--- config.mk ---
export PLATFORM = sky130hd
export DESIGN_NAME = jk_mod_counter_flat
export DESIGN_NICKNAME = d
export VERILOG_FILES = /design/src/rtl/jk_mod_counter_if.sv /design/src/rtl/jk_mod_counter.sv /design/src/flat_wrapper.sv
export SDC_FILE = /design/constraint.sdc
export NUM_CORES = 1
export LEC_CHECK = 0
export ABC_AREA = 1
export CORE_MARGIN = 4
export CORE_UTILIZATION = 30
export CTS_CLUSTER_SIZE = 30
export DETAILED_ROUTE_END_ITERATION = 6
export GPL_TIMING_DRIVEN = 1
export PLACE_DENSITY = 0.57
export SLEW_MARGIN = 20
export SYNTH_ARGS = -nofsm -noshare
export SYNTH_HDL_FRONTEND = slang
export SYNTH_SLANG_ARGS = --single-unit
--- constraint.sdc ---
create_clock -name clk -period 3.7 [get_ports clk]
set_clock_uncertainty 0.05 [all_clocks]
set_input_delay 0.74 -clock clk [delete_from_list [all_inputs] [get_ports clk]]
set_output_delay 0.74 -clock clk [all_outputs]
set_load 0.1 [all_outputs]
--- src/rtl/jk_mod_counter_if.sv ---
// Control and observation bundle for the JK modulo counter.
// The master side drives the count controls; the slave side is the counter itself.
interface jk_mod_counter_if #(
    parameter int unsigned WIDTH = 4
);
    logic             en;
    logic             up;
    logic             load;
    logic [WIDTH-1:0] load_val;
    logic [WIDTH-1:0] q;
    logic [WIDTH-1:0] qbar;
    logic [WIDTH-1:0] j_out;
    logic [WIDTH-1:0] k_out;
    logic             tc;

    modport master (
        output en, up, load, load_val,
        input  q, qbar, j_out, k_out, tc
    );

    modport slave (
        input  en, up, load, load_val,
        output q, qbar, j_out, k_out, tc
    );
endinterface

--- src/rtl/jk_mod_counter.sv ---
// Up/down modulo-MOD counter built from WIDTH JK stages driven with toggle excitation.
// The target value is decided combinationally and converted to per-stage J/K drive.
module jk_mod_counter #(
    parameter int unsigned WIDTH = 4,
    parameter int unsigned MOD   = 10
) (
    input logic             clk,
    input logic             rst_n,
    jk_mod_counter_if.slave bus
);
    localparam logic [WIDTH-1:0] TOP  = WIDTH'(MOD - 1);
    localparam logic [WIDTH-1:0] ONE  = WIDTH'(1);
    localparam logic [WIDTH-1:0] ZERO = '0;

    logic [WIDTH-1:0] q_r;
    logic [WIDTH-1:0] nxt;
    logic [WIDTH-1:0] j_c;
    logic [WIDTH-1:0] k_c;
    logic             at_top;
    logic             at_zero;
    logic             illegal;
    logic             load_ok;
    logic             tc_c;

    assign at_top  = (q_r == TOP);
    assign at_zero = (q_r == ZERO);
    assign illegal = (32'(q_r) >= MOD);
    assign load_ok = (32'(bus.load_val) < MOD);

    // Target value: load beats count, out-of-range loads and states fall back toward 0.
    always_comb begin
        nxt = q_r;
        if (bus.load) begin
            nxt = load_ok ? bus.load_val : ZERO;
        end else if (bus.en) begin
            if (bus.up) begin
                nxt = (at_top || illegal) ? ZERO : q_r + ONE;
            end else begin
                nxt = at_zero ? TOP : q_r - ONE;
            end
        end
    end

    // Toggle only the stages that must change; J and K are never split.
    always_comb begin
        j_c = ZERO;
        k_c = ZERO;
        if (rst_n) begin
            j_c = q_r ^ nxt;
            k_c = q_r ^ nxt;
        end
    end

    assign tc_c = rst_n & bus.en & ~bus.load
                & ((bus.up & at_top) | (~bus.up & at_zero));

    // Bank of JK stages: each bit follows Q+ = J & ~Q | ~K & Q.
    always_ff @(posedge clk or negedge rst_n) begin
        if (!rst_n) begin
            q_r <= ZERO;
        end else begin
            for (int unsigned i = 0; i < WIDTH; i++) begin
                q_r[i] <= (j_c[i] & ~q_r[i]) | (~k_c[i] & q_r[i]);
            end
        end
    end

    assign bus.q     = q_r;
    assign bus.qbar  = ~q_r;
    assign bus.j_out = j_c;
    assign bus.k_out = k_c;
    assign bus.tc    = tc_c;
endmodule

--- src/flat_wrapper.sv ---
// flat-port wrapper written by rule: the top's interface ports become plain ports
module jk_mod_counter_flat 
#(
    parameter int unsigned WIDTH = 4,
    parameter int unsigned MOD   = 10
)
  (clk, rst_n, bus_en, bus_up, bus_load, bus_load_val, bus_q, bus_qbar, bus_j_out, bus_k_out, bus_tc);
  jk_mod_counter_if #(.WIDTH(WIDTH)) bus_i ();
  input logic clk;
  input logic rst_n;
  input wire logic [$bits(bus_i.en)-1:0] bus_en;
  input wire logic [$bits(bus_i.up)-1:0] bus_up;
  input wire logic [$bits(bus_i.load)-1:0] bus_load;
  input wire logic [$bits(bus_i.load_val)-1:0] bus_load_val;
  output wire logic [$bits(bus_i.q)-1:0] bus_q;
  output wire logic [$bits(bus_i.qbar)-1:0] bus_qbar;
  output wire logic [$bits(bus_i.j_out)-1:0] bus_j_out;
  output wire logic [$bits(bus_i.k_out)-1:0] bus_k_out;
  output wire logic [$bits(bus_i.tc)-1:0] bus_tc;
  assign bus_i.en = bus_en;
  assign bus_i.up = bus_up;
  assign bus_i.load = bus_load;
  assign bus_i.load_val = bus_load_val;
  assign bus_q = bus_i.q;
  assign bus_qbar = bus_i.qbar;
  assign bus_j_out = bus_i.j_out;
  assign bus_k_out = bus_i.k_out;
  assign bus_tc = bus_i.tc;
  jk_mod_counter #(.WIDTH(WIDTH), .MOD(MOD)) u_core (.clk(clk), .rst_n(rst_n), .bus(bus_i));
endmodule
* Yosys cells after proc, flatten, opt, wreduce, memory -nomap -nowiden
Cells that the tools add are included.
** Operators by class
- Add/subtract/negate cells :: 2
- Magnitude comparators :: 2
- Equality and inequality tests :: 1
- Muxes and demuxes :: 7
- Bitwise logic cells :: 30
- Reductions and logical operators :: 2
** Operators by type and width (number)
- 4-bit two-way mux :: 7
- 1-bit AND :: 13
- 1-bit inverter :: 10
- 1-bit bitwise OR :: 5
- 4-bit by 1-bit adder with 4-bit output, second input constant :: 1
- 4-bit == test, second input constant :: 1
- 4-bit >= comparator, second input constant :: 1
- 4-bit logical NOT :: 1
- 4-bit less-than comparator, second input constant :: 1
- 4-bit inverter :: 1
- 4-bit by 1-bit subtractor with 4-bit output, second input constant :: 1
- 4-bit bitwise XOR :: 1
- 1-bit logical OR :: 1
** Storage, ports and cells
- Register bits after elaboration :: 4
- Input bits :: 9
- Output and inout port bits :: 17
- Logic and storage cells :: 45

* Longest topological paths before layout
Gate-level depths: netlist (run 1).
- Depth after elaboration :: 11
- Mapped depth :: 12
- Mapped depth without buffers :: 11

* Worst setup path after synthesis (run 1)
OpenSTA, ideal clock, no wires.
- Kind :: reg-to-output
- From :: reg with a tool-made name
- To :: out bus_tc
- Data arrival time :: 4964 ps
- Required time :: 2910 ps
- Slack :: -2054 ps
- Cell stages (with the launch flop) :: 5
- Path buffers :: 0
- Cell sequence :: dfrtp_1 -> inv_1 -> ha_1 -> a21oi_2 -> nor4_1
** RTL lines
- to (decl) :: line flat_wrapper.sv:19 : output wire logic [$bits(bus_i.tc)-1:0] bus_tc;

* Final worst setup path (run 1)
- From :: in bus_up
- To :: out bus_k_out[1]
** On the way
- Word-level cells in the longest chain between the ends :: 5
** RTL lines
- from (decl) :: line flat_wrapper.sv:12 : input wire logic [$bits(bus_i.up)-1:0] bus_up;
- 4-bit two-way mux :: line jk_mod_counter.sv:36 : if (bus.up) begin
- 4-bit two-way mux :: line jk_mod_counter.sv:35 : end else if (bus.en) begin
- 4-bit two-way mux :: line jk_mod_counter.sv:33 : if (bus.load) begin
- 4-bit bitwise XOR :: line jk_mod_counter.sv:50 : k_c = q_r ^ nxt;
- 4-bit two-way mux :: line jk_mod_counter.sv:48 : if (rst_n) begin
- to (decl) :: line flat_wrapper.sv:18 : output wire logic [$bits(bus_i.k_out)-1:0] bus_k_out;
No other way between the ends.

==> Flow_metrics.wiki, run 1 <==
{| class="wikitable"
! Metric !! Value
|-
| Number of DRC markers after the initial detailed-route iteration || 15
|-
| Clk Tree Root Cell || sky130_fd_sc_hd__clkbuf_4
|-
| Aggregate global-route resource usage || 13.5%
|-
| Cell repeated most along the worst path || sky130_fd_sc_hd__nand2_1
|-
| Number of antenna violations at the first check in global routing || 0
|-
| Number of buffers added on ports || 25
|-
| Launch point of the critical path || bus_up
|-
| List of most frequent post-synthesis cells || sky130_fd_sc_hd__nand2_1 (22), sky130_fd_sc_hd__nand3_1 (16), sky130_fd_sc_hd__o21ai_1 (9), sky130_fd_sc_hd__a21oi_1 (8), sky130_fd_sc_hd__nor2_1 (5)
|-
| Total of fill cells in the finished design || approximately 210
|-
| Tightest Pin Transition || around 970 ps
|-
| Worst min-delay path class || reg -> reg
|-
| CORE AREA || 1960 um2
|-
| Wirelength, routed || 1.68 mm
|-
| Number of nets produced by synthesis || 110
|-
| Cell leakage power || 0.436 nW
|-
| Sequential share of power || 14.7%
|-
| Area of the multi-input gates || 495 um2
|-
| Total I/O pin count || 26
|-
| Time the worst path needs with I/O delays and setup || 3110 ps
|-
| Fraction of post-synthesis cell area in the top cell type by area || 16.2%
|-
| Routability-driven placement congestion ratio || approximately 0.85
|-
| Flip-flop cell with the highest count after synthesis || sky130_fd_sc_hd__dfrtp_1
|-
| Relative contribution of combinational cells to total power || 75.0%
|-
| Hold Buf Count CTS || 0
|-
| Synth Instances || 97
|-
| Fraction of power consumed by the clock network || between 10% and 20%
|-
| Power Dens Cells || just under 500 nW/um2
|-
| Number of remaining DRC errors || 0
|-
| Number of buffers inserted by post-CTS setup repair || 0
|-
| Vias in the first global route || 685
|-
| Setup repair after global routing missed its margin || false
|-
| Post-route worst hold slack || roughly 740 ps
|-
| Worst path top cell family by delay || buffers and inverters
|-
| Post-placement worst setup slack || ~580 ps
|-
| Average cell area after synthesis || 6.37 um2
|-
| Number of H-tree levels || 1
|-
| Run status || complete, no violations
|-
| Overall power after layout || 0.000503 W
|-
| Reg area || between 100 and 150 um2
|-
| Accumulated negative setup slack || 0 ps
|-
| # rows || 16
|-
| Cell internal power dissipation || 0.000200 W
|-
| Antenna diode instance count || 0
|-
| Min setup slack post-route || 591 ps
|-
| Number of nets still failing antenna checks after routing || 0
|-
| Switching Fraction || 60.2%
|-
| Core utilization of the finished layout || 52.7%
|-
| Router iterations before antenna repair || 3
|-
| Count leader, synth || sky130_fd_sc_hd__nand2_1
|-
| Nets@finish || about 130
|-
| First-pass GRT wire length || 2.97 mm
|-
| Data required time at the worst endpoint || ~2900 ps
|-
| Critical Path Max Stage Delay || 590 ps
|-
| Critical path type || in -> out
|-
| Share of post-route cells with drive strength above 1 || 35.6%
|-
| TritonCTS Buffers || 3
|-
| Cell area after synthesis || 618 um2
|-
| Die boundary width || around 53 um
|-
| CP Cell Sequence || clkdlybuf4s50_1 -> nand2_1 -> inv_2 -> nand3_1 -> nand3_1 -> nand2_1 -> nand2_1 -> o21ai_1 -> nor2_4 -> buf_12
|-
| Routed via count || between 600 and 700
|-
| Arrival time of the worst setup path || 2320 ps
|-
| Critical Path Source Type || input port
|-
| Finish-stage setup viols || 0
|-
| Total congestion overflow || 0
|-
| Clock tree from TritonCTS || yes
|-
| Number of flops mapped to enable cells by yosys || 0
|-
| Library cell contributing the largest single delay on the critical path || sky130_fd_sc_hd__clkdlybuf4s50_1
|-
| Clock sinks || 4
|-
| Max Root-Sink Buffers || 2
|-
| Largest fanout on the critical path || 5
|-
| Post-synthesis cell type with the largest combined area || sky130_fd_sc_hd__dfrtp_1
|-
| CP endpoint kind || output pin
|-
| Clock transition at path regs || ~40 ps
|-
| Max Cap Viol || 0
|-
| Count of different cell masters after synthesis || 25
|-
| FFs w/ async S/R, synth || 100%
|-
| Die footprint || between 2000 and 3000 um2
|-
| Slew margin rel. || a little over a third
|-
| # resized after CTS || 0
|-
| Average vias per placed instance || 4.76
|-
| Synth top area cells || sky130_fd_sc_hd__dfrtp_1 (16%), sky130_fd_sc_hd__nand2_1 (13%), sky130_fd_sc_hd__nand3_1 (13%)
|-
| Highest attainable clock frequency || 322 MHz
|-
| Hold Violations, Final || 0
|-
| Switching component of the power || 0.000303 W
|-
| Buf+Inv Stages, Crit Path || 3
|-
| Starting density of the core || approximately a third
|-
| P&R area growth vs syn || 67.2%
|-
| Routed wirelength normalized by instance count || 11.6 um
|-
| Share of the clock period used by the worst path after layout || 84.0%
|-
| Count of state elements after synthesis || 4
|-
| Sequential-to-total area share from yosys stat || between 15 and 20%
|-
| HPWL Detailed || roughly 1.4 mm
|-
| Maximum vdd drop || 0.000281 V
|-
| Largest net degree at the start of global routing || 12
|-
| Final max-slew violation count || 0
|-
| Vert. Die Dim || 53.4 um
|-
| Clock insertion delay at the later pin of the skew report || about 230 ps
|-
| Synth warn || 0
|}
[cell families (layout without fill, tap and decap cells)]
logic type / count (synthesis) / count (layout) / share of synthesized area (%)
flip-flops: 4 / 4 / 16.2
buffers and inverters: 16 / 37 / 16.8
AND/OR/NAND/NOR: 50 / 50 / 37.7
AO/OA/AOI/OAI: 22 / 22 / 19.8
adder cells (fa/ha/maj): 4 / 4 / 8.10
XOR/XNOR: 1 / 1 / 1.42
[per-stage QoR]
stage	area, um2	std cells
2_1_floorplan	758	97
3_3_place_gp	1010	142
3_5_place_dp	1010	142
4_1_cts	1030	145
5_1_grt	1030	145
6_report	1030	145
[per-layer routing]
metal | vias to the layer above | GRT usage (%) | part of all wire [%]
met3 | 0 | 0.845 | 2.7
li1 | 369 | - | -
met1 | 309 | 20.1 | 51
met2 | 12 | 20.6 | 46
met5 | - | 0 | 0
met4 | 0 | 3.83 | 0
[tightest hold or removal path: stages, from the launching register on]
cell	delay, ps
sky130_fd_sc_hd__dfrtp_1	540
sky130_fd_sc_hd__nor2_1	160
sky130_fd_sc_hd__a31oi_1	50
[layout make-up]
class | instances | area share (%)
multi-input combinational | 77 | 47.9
timing repair buffer | 26 | 32.2
sequential | 4 | 10.2
inverter | 8 | 4.24
tap | 27 | 3.27
clock buffer | 3 | 2.18
[placed cells by master, fill, tap and decap left out]
| master | instances |
|---|---|
| sky130_fd_sc_hd__a21oi_1 | 8 |
| sky130_fd_sc_hd__a21oi_2 | 1 |
| sky130_fd_sc_hd__a21oi_4 | 1 |
| sky130_fd_sc_hd__a31oi_1 | 1 |
| sky130_fd_sc_hd__buf_12 | 9 |
| sky130_fd_sc_hd__buf_4 | 7 |
| sky130_fd_sc_hd__clkbuf_4 | 3 |
| sky130_fd_sc_hd__clkdlybuf4s50_1 | 10 |
| sky130_fd_sc_hd__clkinvlp_4 | 1 |
| sky130_fd_sc_hd__dfrtp_1 | 2 |
| sky130_fd_sc_hd__dfrtp_2 | 1 |
| sky130_fd_sc_hd__dfrtp_4 | 1 |
| sky130_fd_sc_hd__ha_1 | 2 |
| sky130_fd_sc_hd__ha_4 | 2 |
| sky130_fd_sc_hd__inv_1 | 3 |
| sky130_fd_sc_hd__inv_2 | 2 |
| sky130_fd_sc_hd__inv_4 | 1 |
| sky130_fd_sc_hd__inv_8 | 1 |
| sky130_fd_sc_hd__nand2_1 | 21 |
| sky130_fd_sc_hd__nand2_2 | 2 |
| sky130_fd_sc_hd__nand3_1 | 16 |
| sky130_fd_sc_hd__nand3_2 | 2 |
| sky130_fd_sc_hd__nand4_1 | 1 |
| sky130_fd_sc_hd__nor2_1 | 2 |
| sky130_fd_sc_hd__nor2_2 | 1 |
| sky130_fd_sc_hd__nor2_4 | 4 |
| sky130_fd_sc_hd__nor4_4 | 1 |
| sky130_fd_sc_hd__o21ai_0 | 1 |
| sky130_fd_sc_hd__o21ai_1 | 8 |
| sky130_fd_sc_hd__o21ai_2 | 2 |
| sky130_fd_sc_hd__xor2_1 | 1 |
[power groups by stage]
stage / Combinational (W) / Sequential (W) / Clock, W
after CTS: 0.000379 / 0.0000734 / 0.0000561
after global placement: 0.000378 / 0.0000741 / 0
after detailed placement: 0.000378 / 0.0000739 / 0
final: 0.000377 / 0.0000738 / 0.0000519
after global routing: 0.000398 / 0.0000756 / 0.0000570
after floorplan: 0.000272 / 0.000105 / 0
[final timing paths]
path                                                   end  slack, ps  cells after the start
min in group asynchronous       asynchronous set/reset pin        750                      1
max in group asynchronous       asynchronous set/reset pin       2410                      2
worst max-delay path                          bus_k_out[1]        590                     10
worst min register to register                   flip-flop        740                      2
worst min-delay path                             flip-flop        740                      2
worst max register to register                   flip-flop       1930                     10
Power figures use the tool's default switching activity.
==> inputs of run 2 (changes only) <==
- PLACE_DENSITY: 0.57 -> 0.59
- clock period: 3.7 -> 2.85 ns (I/O delays scaled with it)
==> Flow_metrics.wiki, run 2 (same netlist as run 1, synthesis figures left out) <==
{| class="wikitable"
! Metric !! Value
|-
| Maximum vdd drop || 0.000435 V (+55%)
|-
| Max Cap Viol || 0 (unchanged)
|-
| Number of cells on the worst reg-to-reg path || 11 (+1)
|-
| Min setup slack post-route || 130 ps (-462 ps)
|-
| P&R area growth vs syn || 74.3%
|-
| Time the worst path needs with I/O delays and setup || between 2000 and 3000 ps
|-
| Wirelength, routed || 1.80 mm (+7.0%)
|-
| HPWL Detailed || 1.39 mm (+0.45%)
|-
| Number of remaining DRC errors || 0 (unchanged)
|-
| Number of nets still failing antenna checks after routing || 0 (unchanged)
|-
| Area of the multi-input gates || 508 um2 (+2.5%)
|-
| Core utilization of the finished layout || 54.9% (+2.2 points)
|-
| Commonest non-fill, non-tap cells in the layout || sky130_fd_sc_hd__nand2_1 (21), sky130_fd_sc_hd__nand3_1 (15), sky130_fd_sc_hd__buf_4 (13), sky130_fd_sc_hd__buf_12 (9), sky130_fd_sc_hd__a21oi_1 (8)
|-
| Worst min-delay path class || reg -> reg
|-
| Final max-slew violation count || 0 (unchanged)
|-
| Slew margin rel. || 67.7% (+32 points)
|-
| Aggregate global-route resource usage || 13.6% (+0.034 points)
|-
| Power Dens Cells || 634 nW/um2 (+30%)
|-
| Worst path top cell family by delay || flip-flops
|-
| Dpl cells || 142 (unchanged)
|-
| Number of DRC markers after the initial detailed-route iteration || 22 (+7)
|-
| Critical Path Source Type || flip-flop
|-
| Data required time at the worst endpoint || 2230 ps (-680 ps)
|-
| Cell repeated most along the worst path || sky130_fd_sc_hd__nand2_1
|-
| Routed via count || 725 (+5.1%)
|-
| Routability-driven placement congestion ratio || 0.899 (+5.4%)
|-
| Number of instances on the worst hold path || 2 (unchanged)
|-
| Clock sinks || 4 (unchanged)
|-
| Antenna diode instance count || 0 (unchanged)
|-
| Library cell contributing the largest single delay on the critical path || sky130_fd_sc_hd__dfrtp_4
|-
| Finished Cell Area || 1080 um2 (+4.2%)
|-
| Global routing usage on met1 || 17.6% (-2.4 points)
|-
| Total I/O pin count || 26 (unchanged)
|-
| Average vias per placed instance || 4.83 (+1.6%)
|-
| Die footprint || 2850 um2 (unchanged)
|-
| CP endpoint kind || output pin
|-
| Critical path type || reg -> out
|-
| Total congestion overflow || 0 (unchanged)
|-
| Reg area || 105 um2 (unchanged)
|-
| Largest fanout on the critical path || 8 (+3)
|-
| CP Cell Sequence || clkinvlp_4 -> ha_4 -> a21oi_4 -> o21ai_1 -> nand3_1 -> nand2_1 -> nand2_1 -> o21ai_2 -> nor2_4 -> buf_12
|-
| Nets@finish || 137 (+3.0%)
|-
| Share of the clock period used by the worst path after layout || between 90% and 100%
|-
| Share of post-route cells with drive strength above 1 || 41.5% (+5.9 points)
|-
| Buf+Inv Stages, Crit Path || 2 (-1)
|-
| Largest net degree at the start of global routing || 12 (unchanged)
|-
| Vias in the first global route || 646 (-5.7%)
|-
| Max Root-Sink Buffers || 2 (unchanged)
|-
| Number of H-tree levels || 1 (unchanged)
|-
| Area after detailed placement || 1010 um2 (+0.37%)
|-
| Number of antenna violations at the first check in global routing || 0 (unchanged)
|-
| Clock tree from TritonCTS || yes
|-
| Run status || complete, no violations
|-
| GRT Max-Usage Layer || met2
|-
| Number of buffers added on ports || 25 (unchanged)
|-
| Highest attainable clock frequency || 368 MHz
|-
| Routed wirelength normalized by instance count || 12.0 um (+3.4%)
|-
| Post-Layout Cell Count || 150 (+3.4%)
|-
| Global Route met2 Usage || 20.4% (-0.20 points)
|-
| Depth of the critical timing path with buffers and inverters included || 10 (unchanged)
|-
| Post-placement worst setup slack || 107 ps (-474 ps)
|-
| Die boundary width || 53.4 um (unchanged)
|-
| Cell leakage power || 0.471 nW (+8.1%)
|-
| # rows || 16 (unchanged)
|-
| Hold Violations, Final || 0 (unchanged)
|-
| Arrival time of the worst setup path || 2100 ps (-220 ps)
|-
| R2R Setup Slk || 1160 ps (-770 ps)
|-
| Critical Path Max Stage Delay || 480 ps (-110 ps)
|-
| Clock insertion delay at the later pin of the skew report || 240 ps (about the same)
|-
| Finish-stage setup viols || 0 (unchanged)
|-
| Commonest non-fill, non-tap cell in the layout || sky130_fd_sc_hd__nand2_1
|-
| CORE AREA || 1960 um2 (unchanged)
|-
| Met3 routing resource usage after global routing || 4.51% (+3.7 points)
|-
| Starting density of the core || 31.5% (unchanged)
|-
| Vert. Die Dim || 53.4 um (unchanged)
|-
| Router iterations before antenna repair || 4 (+1)
|-
| Total of fill cells in the finished design || 199 (-6.6%)
|-
| Clk Tree Root Cell || sky130_fd_sc_hd__clkbuf_4
|-
| TritonCTS Buffers || 3 (unchanged)
|-
| Clock transition at path regs || 40 ps (about the same)
|-
| Tightest Pin Transition || 485 ps (-482 ps)
|-
| First-pass GRT wire length || 2.81 mm (-5.4%)
|}
-- run 2: timing repair --
| action | in CTS | in global routing |
|---|---|---|
| resized for setup | 0 | 2 |
| endpoints found under the setup margin | 0 | 8 |
| buffers inserted | 0 | 4 |
| hold buffers | 0 | 0 |
-- run 2: how the worst max path moves through the flow --
stage | from | to | slack, ps
after floorplan | flip-flop | bus_k_out[1] | -770
after global placement | bus_up | bus_k_out[1] | 120
after detailed placement | bus_up | bus_j_out[1] | 110
after CTS | flip-flop | bus_j_out[1] | 40
after global routing | flip-flop | bus_k_out[2] | -2
final | flip-flop | bus_k_out[1] | 130
-- run 2: worst register-to-register path, stage by stage (launching register included) --
cell	delay, ps
sky130_fd_sc_hd__dfrtp_2	470
sky130_fd_sc_hd__inv_2	170
sky130_fd_sc_hd__ha_1	190
sky130_fd_sc_hd__nand3_2	80
sky130_fd_sc_hd__nand2_1	100
sky130_fd_sc_hd__inv_2	60
sky130_fd_sc_hd__nand3_1	80
sky130_fd_sc_hd__nand3_1	70
sky130_fd_sc_hd__nand2_1	90
sky130_fd_sc_hd__nand2_1	80
sky130_fd_sc_hd__nand2_1	60
sky130_fd_sc_hd__o21ai_1	80
-- run 2: cell type report --
| type | instances | area share, % |
|---|---|---|
| timing repair buffer | 30 | 33.4 |
| sequential | 4 | 9.76 |
| clock buffer | 4 | 2.44 |
| tap | 27 | 3.14 |
| inverter | 8 | 4.07 |
| multi-input combinational | 77 | 47.2 |
-- run 2: report_power, final --
group | internal, W | switching, W | leakage (nW)
Combinational | 0.000155 | 0.000350 | 0.409
Clock | 0.0000529 | 0.0000290 | 0.0150
Sequential | 0.0000663 | 0.0000292 | 0.0470
Total | 0.000275 | 0.000408 | 0.471
-- run 2: metal layers --
layer / wire (um) / vias up
met5: 0 / -
met4: 18 / 0
met3: 113 / 2
met2: 851 / 23
met1: 817 / 325
li1: - / 375
-- run 2: per-stage QoR --
stage          hold WS (ps)  total power, W  setup TNS, ps
2_1_floorplan           224        0.000493          -5170
3_3_place_gp            736        0.000588              0
3_5_place_dp            738        0.000590              0
4_1_cts                 743        0.000674              0
5_1_grt                 757        0.000716          -2.79
6_report                740        0.000683              0
==> inputs of run 3 (changes only) <==
- GPL_ROUTABILITY_DRIVEN: not set -> 0
- REMOVE_ABC_BUFFERS: not set -> 1
- TNS_END_PERCENT: not set -> 20
==> Flow_metrics.wiki, run 3 (same netlist as run 1, synthesis figures left out) <==
{| class="wikitable"
! Metric !! Value
|-
| Total I/O pin count || 26 (unchanged)
|-
| Global Route met2 Usage || 19.0% (-1.4 points)
|-
| Die footprint || 2850 um2 (unchanged)
|-
| First-pass GRT wire length || 2.78 mm (-1.0%)
|-
| Largest fanout on the critical path || 7 (-1)
|-
| Aggregate global-route resource usage || 13.2% (-0.38 points)
|-
| Total congestion overflow || 0 (unchanged)
|-
| Finish-stage setup viols || 0 (unchanged)
|-
| TritonCTS Buffers || 3 (unchanged)
|-
| Global routing usage on met1 || 18.3% (+0.62 points)
|-
| Number of H-tree levels || 1 (unchanged)
|-
| Commonest non-fill, non-tap cell in the layout || sky130_fd_sc_hd__nand2_1
|-
| Antenna diode instance count || 0 (unchanged)
|-
| Vias in the first global route || 615 (-4.8%)
|-
| Clock tree from TritonCTS || yes
|-
| Total of fill cells in the finished design || 194 (-2.5%)
|-
| Share of the clock period used by the worst path after layout || 94.4% (-1.0 points)
|-
| Max Root-Sink Buffers || 2 (unchanged)
|-
| Routed wirelength normalized by instance count || 11.3 um (-5.6%)
|-
| Commonest non-fill, non-tap cells in the layout || sky130_fd_sc_hd__nand2_1 (22), sky130_fd_sc_hd__nand3_1 (16), sky130_fd_sc_hd__buf_4 (16), sky130_fd_sc_hd__o21ai_1 (9), sky130_fd_sc_hd__buf_12 (9)
|-
| Finished Cell Area || 1000 um2 (-7.2%)
|-
| Die boundary width || 53.4 um (unchanged)
|-
| Critical Path Max Stage Delay || 430 ps (-50 ps)
|-
| Number of remaining DRC errors || 0 (unchanged)
|-
| Post-placement worst setup slack || 60.2 ps (-47.0 ps)
|-
| Setup repair after global routing missed its margin || false
|-
| Maximum vdd drop || 0.000316 V (-27%)
|-
| Accumulated negative setup slack || 0 ps (unchanged)
|-
| Core utilization of the finished layout || 51.0% (-4.0 points)
|-
| Clk Tree Root Cell || sky130_fd_sc_hd__clkbuf_4
|-
| Critical path capture point || bus_k_out[2]
|-
| Post-route worst hold slack || 620 ps (-120 ps)
|-
| Met3 routing resource usage after global routing || 2.82% (-1.7 points)
|-
| Slew margin rel. || 68.9% (+1.3 points)
|-
| Worst min-delay path class || reg -> reg
|-
| Critical path type || reg -> out
|-
| Cell leakage power || 0.482 nW (+2.2%)
|-
| Library cell contributing the largest single delay on the critical path || sky130_fd_sc_hd__dfrtp_2
|-
| Run status || complete, no violations
|-
| Time the worst path needs with I/O delays and setup || 2690 ps (-29.0 ps)
|-
| Arrival time of the worst setup path || 2070 ps (-30 ps)
|-
| Starting density of the core || 31.5% (unchanged)
|-
| Max Cap Viol || 0 (unchanged)
|-
| HPWL Detailed || 1.35 mm (-2.6%)
|-
| Power Dens Cells || 642 nW/um2 (+1.3%)
|-
| Tightest Pin Transition || 466 ps (-18.8 ps)
|-
| Cell repeated most along the worst path || sky130_fd_sc_hd__nand2_1
|-
| CP endpoint kind || output pin
|-
| R2R Setup Slk || 1310 ps (+150 ps)
|-
| Hold Buf Count CTS || 0 (unchanged)
|-
| Number of buffers added on ports || 25 (unchanged)
|-
| Number of DRC markers after the initial detailed-route iteration || 17 (-23%)
|-
| Data required time at the worst endpoint || 2230 ps (about the same)
|-
| Critical Path Source Type || flip-flop
|-
| CP Cell Sequence || inv_2 -> ha_1 -> nand3_1 -> o21ai_1 -> a21oi_1 -> nand2_1 -> nand2_1 -> nand2_1 -> o21ai_1 -> nor2_2 -> buf_12
|-
| Clock sinks || 4 (unchanged)
|-
| CORE AREA || 1960 um2 (unchanged)
|-
| Number of nets still failing antenna checks after routing || 0 (unchanged)
|-
| Area after detailed placement || 953 um2 (-6.0%)
|-
| Vert. Die Dim || 53.4 um (unchanged)
|-
| Routed via count || 738 (+1.8%)
|-
| Largest net degree at the start of global routing || 17 (+5)
|-
| Min setup slack post-route || 159 ps (+29.0 ps)
|-
| Number of cells on the worst reg-to-reg path || 10 (-1)
|-
| Final max-slew violation count || 0 (unchanged)
|-
| Router iterations before antenna repair || 4 (unchanged)
|-
| Number of antenna violations at the first check in global routing || 0 (unchanged)
|-
| Share of post-route cells with drive strength above 1 || 34.4% (-7.1 points)
|-
| Nets@finish || 140 (+2.2%)
|-
| Hold Violations, Final || 0 (unchanged)
|-
| Clock insertion delay at the later pin of the skew report || 240 ps (about the same)
|-
| Average vias per placed instance || 4.86 (+0.45%)
|-
| P&R area growth vs syn || 61.7%
|-
| GRT Max-Usage Layer || met2
|-
| Wirelength, routed || 1.72 mm (-4.3%)
|-
| Clock transition at path regs || 30 ps (about the same)
|-
| Highest attainable clock frequency || 372 MHz (+1.1%)
|-
| # rows || 16 (unchanged)
|}
## run 3: metrics by stage
| stage | total power [W] | std cells |
|---|---|---|
| global route | 0.000677 | 152 |
| global placement | 0.000563 | 147 |
| floorplan | 0.000415 | 89 |
| detailed placement | 0.000564 | 147 |
| CTS | 0.000639 | 150 |
| finish | 0.000642 | 152 |
## run 3: final cells by class
class	count	area (um2)	area share, %
Multi-Input combinational cell	77	419	41.9
Tap cell	27	33.8	3.38
Sequential cell	4	101	10.1
Inverter	8	40.0	4.01
Timing Repair Buffer	33	383	38.3
Clock buffer	3	22.5	2.25
## run 3: worst min path at each step
stage	from	end	slack, ps	cells past startpoint
final	flip-flop	flip-flop	620	2
after global routing	rst_n	asynchronous set/reset pin	660	2
after CTS	rst_n	asynchronous set/reset pin	640	2
after detailed placement	flip-flop	flip-flop	680	3
after global placement	flip-flop	flip-flop	670	3
after floorplan	rst_n	asynchronous set/reset pin	220	0
## run 3: repair_timing
action,in CTS,in global routing
buffers inserted,0,2
endpoints found under the hold margin,0,0
pin swaps,0,1
gates resized for setup,1,3
gates cloned,0,0
endpoints found under the setup margin,2,8
## run 3: report_power, final
part	leakage (nW)	internal [W]	total [W]	switching [W]
Clock	0.0138	0.0000472	0.0000716	0.0000245
Combinational	0.419	0.000145	0.000485	0.000340
Sequential	0.0483	0.0000650	0.0000852	0.0000202
Total	0.482	0.000257	0.000642	0.000385
## run 3: per-layer routing
layer	routed length (um)	part of all wire, %
met5	0	0
met1	796	46
met3	111	6.4
met4	27	1.6
met2	786	46
## run 3: critical path: cells and delay by family, from the launching register on
family                     cells  cell delay (ps)
adders and majority gates      1              270
buffers and inverters          2              350
AOI/OAI and AO/OA              3              240
and+or+nand+nor                5              550
DFF                            1              430
